`src/rtl/bit_place_encoder_fifo.sv`:
```
// Converts activation values into a stream of set-bit positions (LSB first),
// buffered by an input value FIFO and a first-word-fall-through output FIFO.
module bit_place_encoder_fifo #(
    parameter int DATA_W      = 8,
    parameter int IN_DEPTH    = 4,
    parameter int OUT_DEPTH   = 8,
    parameter int SIGNED_MODE = 0,
    localparam int PLACE_W    = $clog2(DATA_W)
) (
    input  logic                         CLK,
    input  logic                         RST,
    input  logic [DATA_W-1:0]            ActValuesFIFOWriteDataIn,
    input  logic                         ActValuesFIFOWriteEnable,
    output logic                         ActValuesFIFOWriteReady,
    input  logic                         ActBitPlacesFIFOReadEnable,
    output logic                         ActBitPlacesFIFOReadReady,
    output logic [PLACE_W-1:0]           ActBitPlacesFIFOReadDataOut,
    output logic                         ActBitPlacesFIFOReadLast,
    output logic                         ActBitPlacesFIFOReadSign,
    output logic                         ActBitPlacesFIFOReadZero,
    output logic [$clog2(OUT_DEPTH):0]   ActBitPlacesFIFOCount
);

    localparam int IN_AW  = $clog2(IN_DEPTH);
    localparam int OUT_AW = $clog2(OUT_DEPTH);
    localparam int ENT_W  = PLACE_W + 3;

    localparam logic [0:0] ST_IDLE = 1'b0;
    localparam logic [0:0] ST_SCAN = 1'b1;

    // ---------------- input value FIFO ----------------
    logic [DATA_W-1:0] in_mem [IN_DEPTH];
    logic [IN_AW-1:0]  in_wr_q, in_rd_q;
    logic [IN_AW:0]    in_cnt_q;
    logic              in_full, in_not_empty, in_push, in_pop;
    logic [DATA_W-1:0] in_head;

    assign in_full      = (in_cnt_q == (IN_AW+1)'(IN_DEPTH));
    assign in_not_empty = (in_cnt_q != '0);
    assign in_push      = ActValuesFIFOWriteEnable && !in_full && !RST;
    assign in_head      = in_mem[in_rd_q];

    always_ff @(posedge CLK) begin
        if (in_push) begin
            in_mem[in_wr_q] <= ActValuesFIFOWriteDataIn;
        end
    end

    always_ff @(posedge CLK) begin
        if (RST) begin
            in_wr_q  <= '0;
            in_rd_q  <= '0;
            in_cnt_q <= '0;
        end else begin
            if (in_push) in_wr_q <= in_wr_q + 1'b1;
            if (in_pop)  in_rd_q <= in_rd_q + 1'b1;
            case ({in_push, in_pop})
                2'b10:   in_cnt_q <= in_cnt_q + 1'b1;
                2'b01:   in_cnt_q <= in_cnt_q - 1'b1;
                default: in_cnt_q <= in_cnt_q;
            endcase
        end
    end

    // ---------------- load path: magnitude and sign of the head value ----------------
    logic [DATA_W-1:0] load_mask;
    logic              load_sign;

    generate
        if (SIGNED_MODE != 0) begin : g_signed
            // Negating the most negative value wraps back to the lone MSB, which is its magnitude.
            assign load_sign = in_head[DATA_W-1];
            assign load_mask = load_sign ? (~in_head + DATA_W'(1)) : in_head;
        end else begin : g_unsigned
            assign load_sign = 1'b0;
            assign load_mask = in_head;
        end
    endgenerate

    // ---------------- converter FSM ----------------
    logic [0:0]        state_q, state_d;
    logic [DATA_W-1:0] mask_q, mask_d;
    logic              sign_q, sign_d;
    logic [DATA_W-1:0] mask_rest;
    logic              scan_last, scan_zero, emit;
    logic [PLACE_W-1:0] scan_place;
    logic              out_full, out_not_empty, out_pop;

    assign mask_rest = mask_q & (mask_q - DATA_W'(1));
    assign scan_last = (mask_rest == '0);
    assign scan_zero = (mask_q == '0);
    assign emit      = (state_q == ST_SCAN) && !out_full;
    assign in_pop    = in_not_empty && ((state_q == ST_IDLE) || (emit && scan_last));

    always_comb begin
        scan_place = '0;
        for (int i = DATA_W - 1; i >= 0; i--) begin
            if (mask_q[i]) scan_place = PLACE_W'(i);
        end
    end

    always_comb begin
        state_d = state_q;
        mask_d  = mask_q;
        sign_d  = sign_q;
        if (in_pop) begin
            state_d = ST_SCAN;
            mask_d  = load_mask;
            sign_d  = load_sign;
        end else if (emit) begin
            if (scan_last) begin
                state_d = ST_IDLE;
                mask_d  = '0;
                sign_d  = 1'b0;
            end else begin
                mask_d  = mask_rest;
            end
        end
    end

    always_ff @(posedge CLK) begin
        if (RST) begin
            state_q <= ST_IDLE;
            mask_q  <= '0;
            sign_q  <= 1'b0;
        end else begin
            state_q <= state_d;
            mask_q  <= mask_d;
            sign_q  <= sign_d;
        end
    end

    // ---------------- output bit-place FIFO (first-word fall-through) ----------------
    logic [ENT_W-1:0]  out_mem [OUT_DEPTH];
    logic [OUT_AW-1:0] out_wr_q, out_rd_q;
    logic [OUT_AW:0]   out_cnt_q;
    logic [ENT_W-1:0]  out_wdata, out_head;

    assign out_full      = (out_cnt_q == (OUT_AW+1)'(OUT_DEPTH));
    assign out_not_empty = (out_cnt_q != '0);
    assign out_pop       = ActBitPlacesFIFOReadEnable && out_not_empty;
    assign out_wdata     = {scan_place, scan_last, sign_q, scan_zero};

    always_ff @(posedge CLK) begin
        if (emit) begin
            out_mem[out_wr_q] <= out_wdata;
        end
    end

    always_ff @(posedge CLK) begin
        if (RST) begin
            out_wr_q  <= '0;
            out_rd_q  <= '0;
            out_cnt_q <= '0;
        end else begin
            if (emit)    out_wr_q <= out_wr_q + 1'b1;
            if (out_pop) out_rd_q <= out_rd_q + 1'b1;
            case ({emit, out_pop})
                2'b10:   out_cnt_q <= out_cnt_q + 1'b1;
                2'b01:   out_cnt_q <= out_cnt_q - 1'b1;
                default: out_cnt_q <= out_cnt_q;
            endcase
        end
    end

    // Empty FIFO presents all-zero fields rather than stale storage.
    assign out_head = out_not_empty ? out_mem[out_rd_q] : '0;

    assign ActValuesFIFOWriteReady     = !in_full;
    assign ActBitPlacesFIFOReadReady   = out_not_empty;
    assign ActBitPlacesFIFOReadDataOut = out_head[ENT_W-1:3];
    assign ActBitPlacesFIFOReadLast    = out_head[2];
    assign ActBitPlacesFIFOReadSign    = out_head[1];
    assign ActBitPlacesFIFOReadZero    = out_head[0];
    assign ActBitPlacesFIFOCount       = out_cnt_q;

endmodule

```
`config.mk`:
```
export PLATFORM = sky130hd
export DESIGN_NAME = bit_place_encoder_fifo
export DESIGN_NICKNAME = d
export VERILOG_FILES = /design/src/rtl/bit_place_encoder_fifo.sv
export SDC_FILE = /design/constraint.sdc
export NUM_CORES = 1
export LEC_CHECK = 0
export CORE_UTILIZATION = 48
export DETAILED_ROUTE_END_ITERATION = 8
export PLACE_DENSITY = 0.62
export SLEW_MARGIN = 20
export SYNTH_ARGS = -nofsm -noshare
export SYNTH_HDL_FRONTEND = slang
export SYNTH_SLANG_ARGS = --single-unit
```
`constraint.sdc`:
```
create_clock -name CLK -period 3.49 [get_ports CLK]
set_input_delay 0.698 -clock CLK [delete_from_list [all_inputs] [get_ports CLK]]
set_output_delay 0.698 -clock CLK [all_outputs]
set_load 0.02 [all_outputs]
```
# Yosys cells after proc, flatten, opt, wreduce, memory -nomap -nowiden
# Memories as Yosys holds them, arrays and structs flattened. A register that Yosys moved wholly into a read port is not among the register bits.
# Cells that the tools add are included.
[word_totals]
regBits = 26
ramBits = 72
input_bits = 12
out_inout_bits = 12
mem_count = 2
[memory_table]
columns = ["memory", "words", "width", "read_ports", "rd_clocked_by_memory_dff", "wr", "line_no", "text"]
rows = [
  ["out_mem", 8, 5, 1, 1, 1, "134", "logic [ENT_W-1:0] out_mem [OUT_DEPTH];"],
  ["in_mem", 4, 8, 1, 1, 1, "32", "logic [DATA_W-1:0] in_mem [IN_DEPTH];"],
]
[classes]
add_sub_neg = 9
n_eq_ne = 6
n_mux = 25
bitwise_logic = 2
n_reduce_logical = 19
[ops]
columns = ["cell", "count"]
rows = [
  ["$mux 3", 10],
  ["$mux 8", 3],
  ["$logic_not 8->1", 2],
  ["$add 3x1->3 const B", 3],
  ["$and 8x8->8", 1],
  ["$pmux 4 s2", 1],
  ["$reduce_bool 2->1", 4],
  ["$sub 8x1->8 const B", 1],
  ["$mux 1", 7],
  ["$logic_and 1x1->1", 6],
  ["$mux 6", 1],
  ["$pmux 3 s2", 1],
  ["$add 2x1->2 const B", 2],
  ["$add 4x1->4 const B", 1],
  ["$eq 2x1->1 const B", 2],
  ["$eq 2x2->1 const B", 2],
  ["$eq 4x4->1 const B", 1],
  ["$mux 2", 2],
  ["$reduce_bool 4->1", 1],
  ["$sub 4x1->4 const B", 1],
  ["$eq 3x3->1 const B", 1],
  ["$logic_not 1->1", 3],
  ["$reduce_bool 3->1", 1],
  ["$sub 3x1->3 const B", 1],
  ["3 further kinds", 3],
]

# Longest topological paths before layout
[logic_depth]
depth_word = 8
ltp_mapped = 11
depth_no_buf = 11

# Least setup slack after synthesis
# Ideal clock, no wire load.
[synth_path]
path_type = "flip-flop to flip-flop"
start = "reg out_cnt_q[2], in the netlist ActBitPlacesFIFOCount[2]"
end = "reg out_cnt_q[3], in the netlist ActBitPlacesFIFOCount[3]"
arrival_time_ps = 2825
required_ps = 3420
path_slack_ps = 595
path_stages_with_launch = 12
period_less_slack_ps = 2895
cell_sequence = "dfxtp_1 -> nor4_1 -> inv_1 -> nand2_1 -> inv_1 -> ha_1 -> ha_1 -> a21o_1 -> a21oi_1 -> xnor2_1 -> or3_1 -> a21oi_1"
[synth_via]
elab_cells_between_ends = 11
[synth_rtl]
columns = ["element", "line_no", "text"]
rows = [
  ["start: declaration", "136", "logic [OUT_AW:0] out_cnt_q;"],
  ["start signal: assignment", "159", "2'b10: out_cnt_q <= out_cnt_q + 1'b1;"],
  ["start signal: assignment", "160", "2'b01: out_cnt_q <= out_cnt_q - 1'b1;"],
  ["start signal: assignment", "161", "default: out_cnt_q <= out_cnt_q;"],
  ["$reduce_bool 4->1 (*)", "140", "assign out_not_empty = (out_cnt_q != '0);"],
  ["named net ActBitPlacesFIFOReadReady", "16", "output logic ActBitPlacesFIFOReadReady,"],
  ["$logic_and 1x1->1 (*)", "141", "assign out_pop = ActBitPlacesFIFOReadEnable && out_not_empty;"],
  ["named net out_pop", "87", "logic out_full, out_not_empty, out_pop;"],
  ["$eq 2x1->1 or $eq 2x2->1 (tied branches)", "158", "case ({emit, out_pop})"],
  ["$pmux 4 s2 or $reduce_bool 2->1 (tied branches)", "-", ""],
]
# Mark *: on every way through the listed nets, which the timed path passes. The rest lies on a longest branch.
# A chain may end at the register's enable or synchronous reset.

# Final worst setup path
[layout_path]
start = "reg out_cnt_q[0], in the netlist ActBitPlacesFIFOCount[0]"
end = "reg out_cnt_q[3], in the netlist ActBitPlacesFIFOCount[3]"
[layout_via]
elab_chain_cells = 5
elab_cells_between_ends = 11
[layout_rtl]
columns = ["element", "line_no", "text"]
rows = [
  ["$eq 4x4->1", "139", "assign out_full = (out_cnt_q == (OUT_AW+1)'(OUT_DEPTH));"],
  ["$logic_not 1->1", "92", "assign emit = (state_q == ST_SCAN) && !out_full;"],
  ["$logic_and 1x1->1", "92", ""],
  ["$eq 2x1->1 or $eq 2x2->1 (tied branches)", "158", ""],
  ["$pmux 4 s2 or $reduce_bool 2->1 (tied branches)", "-", ""],
]
# Parallel ways exist; a longest one is shown, timed or not.

==> metrics <==
Reg clk slew, reported paths=0.10 ns; CTS H-tree lvls=3; Primary FF master, synth=sky130_fd_sc_hd__edfxtp_1; fin crit period=3.02 ns; Skew-Pair Late Insertion Delay=0.36 ns; fin crit share=86.5%; maximum number of pins on one net before global-route repair=25; critical path fanouts, max=13; Syn Nets=335; antenna viol nets, final=0; Die Footprint=9450 um2; site row count=34; library cell used as clock root buffer=sky130_fd_sc_hd__clkbuf_8; Critical Path RT=3.80 ns; Fin Hold WS=0.487 ns; endpoints failing hold=0; power per cell area=847 nW/um2; aggregate global-route resource usage=16.6%; cells after synthesis=311; iteration count of the initial detailed-routing pass=4; share of final-layout standard cells stronger than drive strength 1=13.2%; static power due to leakage=0.00166 uW; synth-to-layout area growth=12.9%; postcts setup bufs=0; class of the most critical setup path=flop to flop; worst hold path type=flop to flop; global-route wire length before repair=12,100 um; Crit path arrival time=3.33 ns; vias per inst=5.36; number of warnings printed during yosys synthesis=0; mean routed wirelength per cell=15.8 um; Least-Margin Pin Slew=0.842 ns; CTS hold repair buffers=0; via count of the first global-routing pass=2,405; total CTS buffers=9; Sequential cell area=2780 um2; number of violations reported at the end of detailed-routing iteration 0=80; register area share after synthesis=63.9%; total half-perimeter wirelength after legalization and detailed placement=4990 um; final layout net count=360; Async S/R FF share, synth=0%; number of enable-type register cells in the synthesized netlist=72; Filler cells=708; number of maximum-capacitance violations=0; footprint of the multi-input gates=1440 um2; worst-case clock buffer depth=2; weighted congestion at the end of routability-driven global placement=0.823; most common cell after layout, fill and taps aside=sky130_fd_sc_hd__edfxtp_1; count of clock tree sinks=103; Worst setup SP type=flop; number of cells upsized or downsized after cts=0; RSZ-0062 raised after global routing=no; post-route DRC violation count=0; final setup vio count=0; final standard cell utilization of the core=56.1%; number of port buffers=22; Relative slew margins=43.5%; # diodes=0; commonest cells after routing, fill and taps aside=sky130_fd_sc_hd__edfxtp_1 (72), sky130_fd_sc_hd__dfxtp_1 (31), sky130_fd_sc_hd__nor2_1 (31); Cell Area, Synth=4350 um2; Peak supply drop=377 uV; Post-Route Setup TNS=0 ns; Die Y=97.2 um; result of the run=finished clean; placeable core area=8760 um2; nature of the critical path endpoint=flop; Final Routed Wirelength=7090 um; Layout Skew=0.0141 ns; Max Clk Rate=331 MHz; residual overflow from global routing=0; Max Slew Vio Count=0; synthesis-stage register bit count=103; initial antenna violation count=0; CTS tree=yes; mean instance size in the synthesized netlist=14.0 um2; top-level port count=24; number of distinct standard cells referenced by the synthesized netlist=46; number of vias in the routed layout=2,407; initial cell density of the core=49.7%; horizontal die dimension=97.2 um
critical path, cell delays in order (launching register included):
cell and delay [ns]:
sky130_fd_sc_hd__dfxtp_1 0.37, sky130_fd_sc_hd__nor4b_1 0.62, sky130_fd_sc_hd__nor2b_1 0.23, sky130_fd_sc_hd__inv_1 0.36, sky130_fd_sc_hd__ha_1 0.27, sky130_fd_sc_hd__ha_1 0.25
sky130_fd_sc_hd__a21o_1 0.17, sky130_fd_sc_hd__a21oi_1 0.17, sky130_fd_sc_hd__xnor2_1 0.09, sky130_fd_sc_hd__or3_1 0.30, sky130_fd_sc_hd__a21oi_1 0.13
power by group:
part,leakage [uW],internal [uW],switching (uW),total (uW)
logic,0.000637,601,802,1400
clock network,0.000117,477,401,879
registers,0.000907,1690,190,1880
total,0.00166,2770,1390,4160
sequential cells by signal, summed over array words and instances, names as in the netlist, named ones only:
name                   count
out_mem                   40
in_mem                    32
mask_q                     8
ActBitPlacesFIFOCount      4
in_cnt_q                   3
out_rd_q                   3
out_wr_q                   3
in_rd_q                    2
in_wr_q                    2
state_q                    1
Yosys cell counts, types with 5 or more instances:
master	instances	area share, %
sky130_fd_sc_hd__edfxtp_1	72	50
sky130_fd_sc_hd__dfxtp_1	31	14
sky130_fd_sc_hd__nor2_1	31	2.7
sky130_fd_sc_hd__nand2_1	21	1.8
sky130_fd_sc_hd__mux4_2	18	9.3
sky130_fd_sc_hd__a21oi_1	16	1.8
sky130_fd_sc_hd__inv_1	15	1.3
sky130_fd_sc_hd__ha_1	10	2.9
sky130_fd_sc_hd__nor3_1	10	1.1
sky130_fd_sc_hd__mux2i_1	9	2.1
sky130_fd_sc_hd__o21ai_0	8	0.92
sky130_fd_sc_hd__xor2_1	7	1.4
sky130_fd_sc_hd__clkbuf_1	5	0.43
sky130_fd_sc_hd__or3_1	5	0.72
worst paths after layout:
| check | startpoint | to | slack [ns] | depth (start not counted) |
|---|---|---|---|---|
| min | out_rd_q[1] | out_rd_q[1] | 0.49 | 2 |
| min reg2reg | out_rd_q[1] | out_rd_q[1] | 0.49 | 2 |
| max reg2reg | ActBitPlacesFIFOCount[0] | ActBitPlacesFIFOCount[3] | 0.47 | 10 |
| max | ActBitPlacesFIFOCount[0] | ActBitPlacesFIFOCount[3] | 0.47 | 10 |
cell type report:
type | instances | share of cell area [%]
clock buffer | 9 | 2.52
sequential | 103 | 56.6
inverter | 15 | 1.15
multi-input combinational | 180 | 29.3
timing repair buffer | 27 | 5.24
clock inverter | 7 | 2.42
tap | 108 | 2.75
layer usage:
layer / GRT usage, % / vias to the layer above / wire (um)
met5: 0 / - / 0
met2: 28.4 / 37 / 3610
met4: 6.11 / 0 / 51
met3: 3.88 / 5 / 209
li1: - / 1205 / -
met1: 20.6 / 1160 / 3220
metrics by stage:
| stage | total power (uW) | cells | setup slack (ns) | cell area, um2 |
|---|---|---|---|---|
| 3_5_place_dp | 3320 | 433 | 0.449 | 4670 |
| 5_1_grt | 4440 | 449 | 0.205 | 4920 |
| 2_1_floorplan | 2910 | 311 | 0.595 | 4350 |
| 4_1_cts | 4210 | 449 | 0.430 | 4920 |
| 3_3_place_gp | 3290 | 433 | 0.581 | 4670 |
| 6_report | 4160 | 449 | 0.470 | 4920 |
logic make-up after synthesis:
group	synth area share (%)
AOI/OAI and AO/OA	6.09
xor gates and xnor gates	2.01
adders and majority gates	4.05
buffers and inverters	2.96
DFF	63.9
muxes	11.4
other	0.0861
and+or+nand+nor	9.49
(Power assumes the default switching activity.)
